$ cat src/rtl/fetch_pipe_regs_if.sv
// Hazard-control / fetch bus seen by the PC, IF/ID and ID/EX registers.
// The slave side is the register block; the master side drives hazard
// controls, fetch data and decode control and observes the pipeline state.
interface fetch_pipe_regs_if #(
    parameter int PC_W   = 32,
    parameter int INST_W = 32,
    parameter int CTRL_W = 10,
    parameter int CNT_W  = 16
);
    logic              PCStall;
    logic              IFstall;
    logic              IFFlush;
    logic              EXNop;
    logic [1:0]        PCsrc;
    logic [PC_W-1:0]   branch_target;
    logic [PC_W-1:0]   jump_target;
    logic [INST_W-1:0] inst_in;
    logic [CTRL_W-1:0] id_ctrl_in;
    logic              cnt_clr;

    logic [PC_W-1:0]   pc;
    logic [INST_W-1:0] ifid_inst;
    logic [PC_W-1:0]   ifid_pc4;
    logic              ifid_valid;
    logic [CTRL_W-1:0] idex_ctrl;
    logic              idex_valid;
    logic [CNT_W-1:0]  stall_cnt;
    logic [CNT_W-1:0]  flush_cnt;
    logic [CNT_W-1:0]  bubble_cnt;
    logic              pcsrc_err;

    modport master (
        output PCStall, IFstall, IFFlush, EXNop, PCsrc,
               branch_target, jump_target, inst_in, id_ctrl_in, cnt_clr,
        input  pc, ifid_inst, ifid_pc4, ifid_valid, idex_ctrl, idex_valid,
               stall_cnt, flush_cnt, bubble_cnt, pcsrc_err
    );

    modport slave (
        input  PCStall, IFstall, IFFlush, EXNop, PCsrc,
               branch_target, jump_target, inst_in, id_ctrl_in, cnt_clr,
        output pc, ifid_inst, ifid_pc4, ifid_valid, idex_ctrl, idex_valid,
               stall_cnt, flush_cnt, bubble_cnt, pcsrc_err
    );
endinterface

$ cat src/rtl/fetch_pipe_regs.sv
// Front-end pipeline registers: PC with next-PC selection, IF/ID with
// stall/flush, ID/EX control with bubble insertion, plus saturating
// stall/flush/bubble event counters and a sticky illegal-PCsrc flag.
module fetch_pipe_regs #(
    parameter int PC_W   = 32,
    parameter int INST_W = 32,
    parameter int CTRL_W = 10,
    parameter int CNT_W  = 16
) (
    input  logic           clk,
    input  logic           rst,
    fetch_pipe_regs_if.slave bus
);

    localparam logic [1:0] SEL_BRANCH = 2'b00;
    localparam logic [1:0] SEL_PC4    = 2'b01;
    localparam logic [1:0] SEL_JUMP   = 2'b10;

    // Saturating increment: sticks at all-ones instead of wrapping.
    function automatic logic [CNT_W-1:0] sat_inc(input logic [CNT_W-1:0] v,
                                                 input logic en);
        if (en && (v != {CNT_W{1'b1}}))
            return v + CNT_W'(1);
        return v;
    endfunction

    logic [PC_W-1:0]   pc_p0;
    logic [PC_W-1:0]   pc4_p0;
    logic              pcsrc_err_r;

    logic [INST_W-1:0] ifid_inst_p1;
    logic [PC_W-1:0]   ifid_pc4_p1;
    logic              ifid_vld_p1;

    logic [CTRL_W-1:0] idex_ctrl_p2;
    logic              idex_vld_p2;

    logic [CNT_W-1:0]  stall_cnt_r;
    logic [CNT_W-1:0]  flush_cnt_r;
    logic [CNT_W-1:0]  bubble_cnt_r;

    logic              stall_evt;
    logic              flush_evt;
    logic              bubble_evt;

    // Sequential fetch address; wraps silently at the top of the space.
    assign pc4_p0 = pc_p0 + PC_W'(4);

    // Event qualifiers: a flush only counts when IF/ID is not held.
    assign stall_evt  = bus.PCStall | bus.IFstall;
    assign flush_evt  = bus.IFFlush & ~bus.IFstall;
    assign bubble_evt = bus.EXNop;

    // ---- stage p0: PC register; stall beats any redirect ----
    // PC update with next-PC select and sticky illegal-select flag.
    always_ff @(posedge clk) begin
        if (rst) begin
            pc_p0       <= '0;
            pcsrc_err_r <= 1'b0;
        end else if (!bus.PCStall) begin
            unique case (bus.PCsrc)
                SEL_PC4:    pc_p0 <= pc4_p0;
                SEL_BRANCH: pc_p0 <= bus.branch_target;
                SEL_JUMP:   pc_p0 <= bus.jump_target;
                default: begin
                    pc_p0       <= pc4_p0;
                    pcsrc_err_r <= 1'b1;
                end
            endcase
        end
    end

    // ---- stage p1: IF/ID register ----
    // IF/ID capture: hold on stall, squash to a nop on flush, else load.
    always_ff @(posedge clk) begin
        if (rst) begin
            ifid_inst_p1 <= '0;
            ifid_pc4_p1  <= '0;
            ifid_vld_p1  <= 1'b0;
        end else if (bus.IFstall) begin
            ifid_inst_p1 <= ifid_inst_p1;
            ifid_pc4_p1  <= ifid_pc4_p1;
            ifid_vld_p1  <= ifid_vld_p1;
        end else if (bus.IFFlush) begin
            ifid_inst_p1 <= '0;
            ifid_pc4_p1  <= '0;
            ifid_vld_p1  <= 1'b0;
        end else begin
            ifid_inst_p1 <= bus.inst_in;
            ifid_pc4_p1  <= pc4_p0;
            ifid_vld_p1  <= 1'b1;
        end
    end

    // ---- stage p2: ID/EX control register ----
    // ID/EX control capture with bubble insertion.
    always_ff @(posedge clk) begin
        if (rst) begin
            idex_ctrl_p2 <= '0;
            idex_vld_p2  <= 1'b0;
        end else if (bus.EXNop) begin
            idex_ctrl_p2 <= '0;
            idex_vld_p2  <= 1'b0;
        end else begin
            idex_ctrl_p2 <= bus.id_ctrl_in;
            idex_vld_p2  <= ifid_vld_p1;
        end
    end

    // Debug event counters: clear has priority over counting.
    always_ff @(posedge clk) begin
        if (rst || bus.cnt_clr) begin
            stall_cnt_r  <= '0;
            flush_cnt_r  <= '0;
            bubble_cnt_r <= '0;
        end else begin
            stall_cnt_r  <= sat_inc(stall_cnt_r, stall_evt);
            flush_cnt_r  <= sat_inc(flush_cnt_r, flush_evt);
            bubble_cnt_r <= sat_inc(bubble_cnt_r, bubble_evt);
        end
    end

    assign bus.pc         = pc_p0;
    assign bus.pcsrc_err  = pcsrc_err_r;
    assign bus.ifid_inst  = ifid_inst_p1;
    assign bus.ifid_pc4   = ifid_pc4_p1;
    assign bus.ifid_valid = ifid_vld_p1;
    assign bus.idex_ctrl  = idex_ctrl_p2;
    assign bus.idex_valid = idex_vld_p2;
    assign bus.stall_cnt  = stall_cnt_r;
    assign bus.flush_cnt  = flush_cnt_r;
    assign bus.bubble_cnt = bubble_cnt_r;

endmodule
$ cat src/flat_wrapper.sv
// flat-port wrapper written by rule: the top's interface ports become plain ports
module fetch_pipe_regs_flat 
#(
    parameter int PC_W   = 32,
    parameter int INST_W = 32,
    parameter int CTRL_W = 10,
    parameter int CNT_W  = 16
)
  (clk, rst, bus_PCStall, bus_IFstall, bus_IFFlush, bus_EXNop, bus_PCsrc, bus_branch_target, bus_jump_target, bus_inst_in, bus_id_ctrl_in, bus_cnt_clr, bus_pc, bus_ifid_inst, bus_ifid_pc4, bus_ifid_valid, bus_idex_ctrl, bus_idex_valid, bus_stall_cnt, bus_flush_cnt, bus_bubble_cnt, bus_pcsrc_err);
  fetch_pipe_regs_if #(.PC_W(PC_W), .INST_W(INST_W), .CTRL_W(CTRL_W), .CNT_W(CNT_W)) bus_i ();
  input  logic clk;
  input  logic rst;
  input wire logic [$bits(bus_i.PCStall)-1:0] bus_PCStall;
  input wire logic [$bits(bus_i.IFstall)-1:0] bus_IFstall;
  input wire logic [$bits(bus_i.IFFlush)-1:0] bus_IFFlush;
  input wire logic [$bits(bus_i.EXNop)-1:0] bus_EXNop;
  input wire logic [$bits(bus_i.PCsrc)-1:0] bus_PCsrc;
  input wire logic [$bits(bus_i.branch_target)-1:0] bus_branch_target;
  input wire logic [$bits(bus_i.jump_target)-1:0] bus_jump_target;
  input wire logic [$bits(bus_i.inst_in)-1:0] bus_inst_in;
  input wire logic [$bits(bus_i.id_ctrl_in)-1:0] bus_id_ctrl_in;
  input wire logic [$bits(bus_i.cnt_clr)-1:0] bus_cnt_clr;
  output wire logic [$bits(bus_i.pc)-1:0] bus_pc;
  output wire logic [$bits(bus_i.ifid_inst)-1:0] bus_ifid_inst;
  output wire logic [$bits(bus_i.ifid_pc4)-1:0] bus_ifid_pc4;
  output wire logic [$bits(bus_i.ifid_valid)-1:0] bus_ifid_valid;
  output wire logic [$bits(bus_i.idex_ctrl)-1:0] bus_idex_ctrl;
  output wire logic [$bits(bus_i.idex_valid)-1:0] bus_idex_valid;
  output wire logic [$bits(bus_i.stall_cnt)-1:0] bus_stall_cnt;
  output wire logic [$bits(bus_i.flush_cnt)-1:0] bus_flush_cnt;
  output wire logic [$bits(bus_i.bubble_cnt)-1:0] bus_bubble_cnt;
  output wire logic [$bits(bus_i.pcsrc_err)-1:0] bus_pcsrc_err;
  assign bus_i.PCStall = bus_PCStall;
  assign bus_i.IFstall = bus_IFstall;
  assign bus_i.IFFlush = bus_IFFlush;
  assign bus_i.EXNop = bus_EXNop;
  assign bus_i.PCsrc = bus_PCsrc;
  assign bus_i.branch_target = bus_branch_target;
  assign bus_i.jump_target = bus_jump_target;
  assign bus_i.inst_in = bus_inst_in;
  assign bus_i.id_ctrl_in = bus_id_ctrl_in;
  assign bus_i.cnt_clr = bus_cnt_clr;
  assign bus_pc = bus_i.pc;
  assign bus_ifid_inst = bus_i.ifid_inst;
  assign bus_ifid_pc4 = bus_i.ifid_pc4;
  assign bus_ifid_valid = bus_i.ifid_valid;
  assign bus_idex_ctrl = bus_i.idex_ctrl;
  assign bus_idex_valid = bus_i.idex_valid;
  assign bus_stall_cnt = bus_i.stall_cnt;
  assign bus_flush_cnt = bus_i.flush_cnt;
  assign bus_bubble_cnt = bus_i.bubble_cnt;
  assign bus_pcsrc_err = bus_i.pcsrc_err;
  fetch_pipe_regs #(.PC_W(PC_W), .INST_W(INST_W), .CTRL_W(CTRL_W), .CNT_W(CNT_W)) u_core (.clk(clk), .rst(rst), .bus(bus_i));
endmodule
$ cat config.mk
export PLATFORM = sky130hd
export DESIGN_NAME = fetch_pipe_regs_flat
export DESIGN_NICKNAME = d
export VERILOG_FILES = /design/src/rtl/fetch_pipe_regs_if.sv /design/src/rtl/fetch_pipe_regs.sv /design/src/flat_wrapper.sv
export SDC_FILE = /design/constraint.sdc
export NUM_CORES = 1
export LEC_CHECK = 0
export CAP_MARGIN = 20
export CORE_AREA = 5 5 129 131
export CTS_CLUSTER_SIZE = 24
export DETAILED_ROUTE_END_ITERATION = 8
export DIE_AREA = 0 0 134 136
export PLACE_DENSITY_LB_ADDON = 0.12
export SYNTH_ARGS = -nofsm -noshare
export SYNTH_HDL_FRONTEND = slang
export SYNTH_SLANG_ARGS = --single-unit
$ cat constraint.sdc
create_clock -name clk -period 5.7 [get_ports clk]
set_input_delay 0.57 -clock clk [delete_from_list [all_inputs] [get_ports clk]]
set_output_delay 0.57 -clock clk [all_outputs]
set_load 0.01 [all_outputs]
==> key figures <==
Outcome
  • Status: complete, no violations

Floorplanning
  • Chip width: 134 um
  • Chip Height: 136 um
  • I/O Pins: 272
  • Initial Utilization: 46.6%
  • Rows: 46
  • Core area: 0.0155 mm2
  • Die area: 0.0182 mm2

Yosys
  • Syn Nets: 945
  • Avg Cell Area, Syn: 8.74 um2
  • Gate Count Post-Synth: 826
  • Post-synth top area cell: dfxtp_1
  • FF+latch count, synth: 157
  • Cell Area, Synth: 0.00722 mm2
  • Distinct cells, synth: 54
  • Synthesis warning total: 0
  • Ys flop type: dfxtp_1
  • Yosys top cell area share: 43.5%
  • Post-synthesis sequential area ratio: 43.5%
  • Synth area leaders: dfxtp_1, nor2_1, xnor2_1
  • EDFF count, synth: 0
  • Asr flop ratio synth: 0%

Pwr
  • LEAKAGE: 3.68 nW
  • Clock share of power: 45.3%
  • Reg power frac: 43.0%
  • Logic pwr share: 11.7%
  • Max IR drop VDD: 0.227 mV
  • Sw frac: 23.6%
  • Pwr Density: 254 mW/mm2
  • Psw: 0.000639 W
  • Int Power: 0.00207 W

STA
  • RSZ-0062 raised after global routing: no
  • Final hold viol count: 0
  • Setup tns final: 0 ps
  • Worst setup margin: 2900 ps
  • Layout Skew: 6.52 ps
  • Minimum clock period: 2800 ps
  • Finish-stage setup viols: 0
  • Pins Over Slew Limit: 0
  • Worst-Margin Slew: 1070 ps
  • Rel. slew slack: 28.7%
  • Crit share post-route: 49.2%
  • Hold slack: 456 ps
  • Fmax: 0.357 GHz

Global route
  • GR Util All Layers: 23.3%
  • Vias in the first global route: 6681
  • Pin count of the biggest net entering global routing: 92
  • First-pass GRT wire length: 34300 um
  • Total gr overflow: 0
  • Initial antenna violation count: 0

Clock tree
  • Hold Buf Count CTS: 0
  • H-tree levels: 4
  • Cts bufs inserted: 17
  • TritonCTS clock tree: yes
  • CTS resizes: 0
  • Sink Count: 157
  • Clock Pin Slew Worst Setup and Hold Paths: 60 ps
  • Worst-case clock buffer depth: 2
  • Setup Buffers After CTS: 0
  • Worst-Skew Late Latency: 430 ps
  • Clock root cell: clkbuf_16

Placement
  • PortBufs: 271
  • Setup WS pre-CTS: 2890 ps
  • Final GP Congestion: 0.854
  • Post-DP HPWL: 15600 um

Setup path
  • Max FO, Critical Path: 8
  • Most frequent cell on the critical path: nand3_1
  • Worst Setup End Kind: flip-flop
  • Crit path cell chain: ha_1, nand3_1, nor4_2, nand3_1, or4_1, o211ai_1
  • CP Data Required Time: 6050 ps
  • CP arrival: 3150 ps
  • Crit path max-delay cell type: nor4_2
  • Worst path max stage delay: 740 ps
  • Setup CP Type: flip-flop to flip-flop
  • Startpoint Class: flip-flop

Detailed routing
  • Final wirelength: 22100 um
  • Routed Antenna Nets: 0
  • DR iter-0 viols: 426
  • First-pass DRT Iterations: 5
  • DRC viols: 0
  • Via Count: 7156
  • Vias/cell: 5.62
  • Routed WL per cell: 17.3 um

Layout
  • Most frequent cells in the layout: clkdlybuf4s50_1, dfxtp_1, nor2_1
  • Layout cells sized above 1: 6.29%
  • Fill cells: 1248
  • Nets: 1187
  • Diodes inserted: 0
  • Most common cell after layout, fill and taps aside: clkdlybuf4s50_1
  • Area grow syn2layout: 47.6%
  • Final Core Density: 68.8%

Min path
  • Worst hold path type: flip-flop to flip-flop

Job
  • MaxCap Viol Count: 0
logic make-up (layout without fill, tap and decap cells):
kind of cell             count (synthesis)  in the layout  share of synthesized area, %
AND/OR/NAND/NOR                        333            333                          23.3
AO/OA/AOI/OAI                          171            171                          16.9
flip-flops                             157            157                          43.5
buffers and inverters                   69            324                          3.61
XOR/XNOR                                58             58                          7.04
multiplexers                            34             34                          4.94
adder cells (fa/ha/maj)                  4              4                         0.693
path summary, 6_finish.rpt:
kind,startpoint,end,slack (ps),cells after the start
worst max register to register,u_core.bus.pc[2]$_SDFFE_PP0N_,u_core.bus.pc[24]$_SDFFE_PP0N_,2900,6
worst min register to register,u_core.bus.ifid_pc4[31]$_SDFFE_PP0N_,u_core.bus.ifid_pc4[31]$_SDFFE_PP0N_,460,2
worst min-delay path,u_core.bus.ifid_pc4[31]$_SDFFE_PP0N_,u_core.bus.ifid_pc4[31]$_SDFFE_PP0N_,460,2
worst max-delay path,u_core.bus.pc[2]$_SDFFE_PP0N_,u_core.bus.pc[24]$_SDFFE_PP0N_,2900,6
cell type report:
type                            instances  area, um2  share of cell area (%)
Clock inverter                         12        184                    1.73
Multi-Input combinational cell        600       3820                    35.9
Clock buffer                           20        457                    4.29
Sequential cell                       157       3140                    29.5
Tap cell                              192        240                    2.25
Timing Repair Buffer                  278       2750                    25.8
Inverter                               14       52.6                   0.493
flip-flops by register name (all words and copies together) (netlist names):
name and count:
u_core.bus.stall_cnt 16, u_core.bus.pc 32, u_core.bus.pcsrc_err 1, u_core.bus.ifid_pc4 32, u_core.bus.bubble_cnt 16, u_core.bus.flush_cnt 16, u_core.bus.idex_ctrl 10, u_core.bus.ifid_valid 1
u_core.bus.ifid_inst 32, u_core.bus.idex_valid 1
power groups by stage:
| stage | logic, W | registers (W) | clock network, W |
|---|---|---|---|
| 6_report | 0.000317 | 0.00116 | 0.00123 |
| 5_1_grt | 0.000342 | 0.00117 | 0.00129 |
| 4_1_cts | 0.000320 | 0.00116 | 0.00124 |
| 3_5_place_dp | 0.000317 | 0.00119 | 0 |
| 3_3_place_gp | 0.000314 | 0.00119 | 0 |
| 2_1_floorplan | 0.000129 | 0.00119 | 0 |
metal layers:
metal  wire length [um]  vias to the layer above  GRT usage [%]
met3               1630                       39           6.70
met1               9260                     3356           29.5
met2              10600                      252           38.3
met4                573                        0           8.00
li1                   -                     3509              -
met5                  0                        -              0
metrics by stage:
stage	total power (W)	std cells	cell area, um2
finish	0.00271	1273	10700
global route	0.00280	1273	10700
CTS	0.00273	1272	10700
detailed placement	0.00150	1240	10000
global placement	0.00150	1239	10000
floorplan	0.00132	826	7220
Yosys cell counts, drive strengths merged, types with 14 or more instances:
master	count
dfxtp	157
nor2	121
a22oi	54
clkbuf	50
xnor2	49
nand3	43
nand2	36
a21oi	23
nand4	22
a22o	21
mux2i	21
nor4	20
a31oi	19
nor3	19
or3	17
and2	15
o21ai	15
inv	14
worst max-delay path: cells and delay by family, from the launching register on:
family	cells	cell delay [ps]
and+or+nand+nor	4	1870
DFF	1	470
adders and majority gates	1	290
AOI/OAI and AO/OA	1	90
No activity file was read; power rests on OpenSTA's default activity.
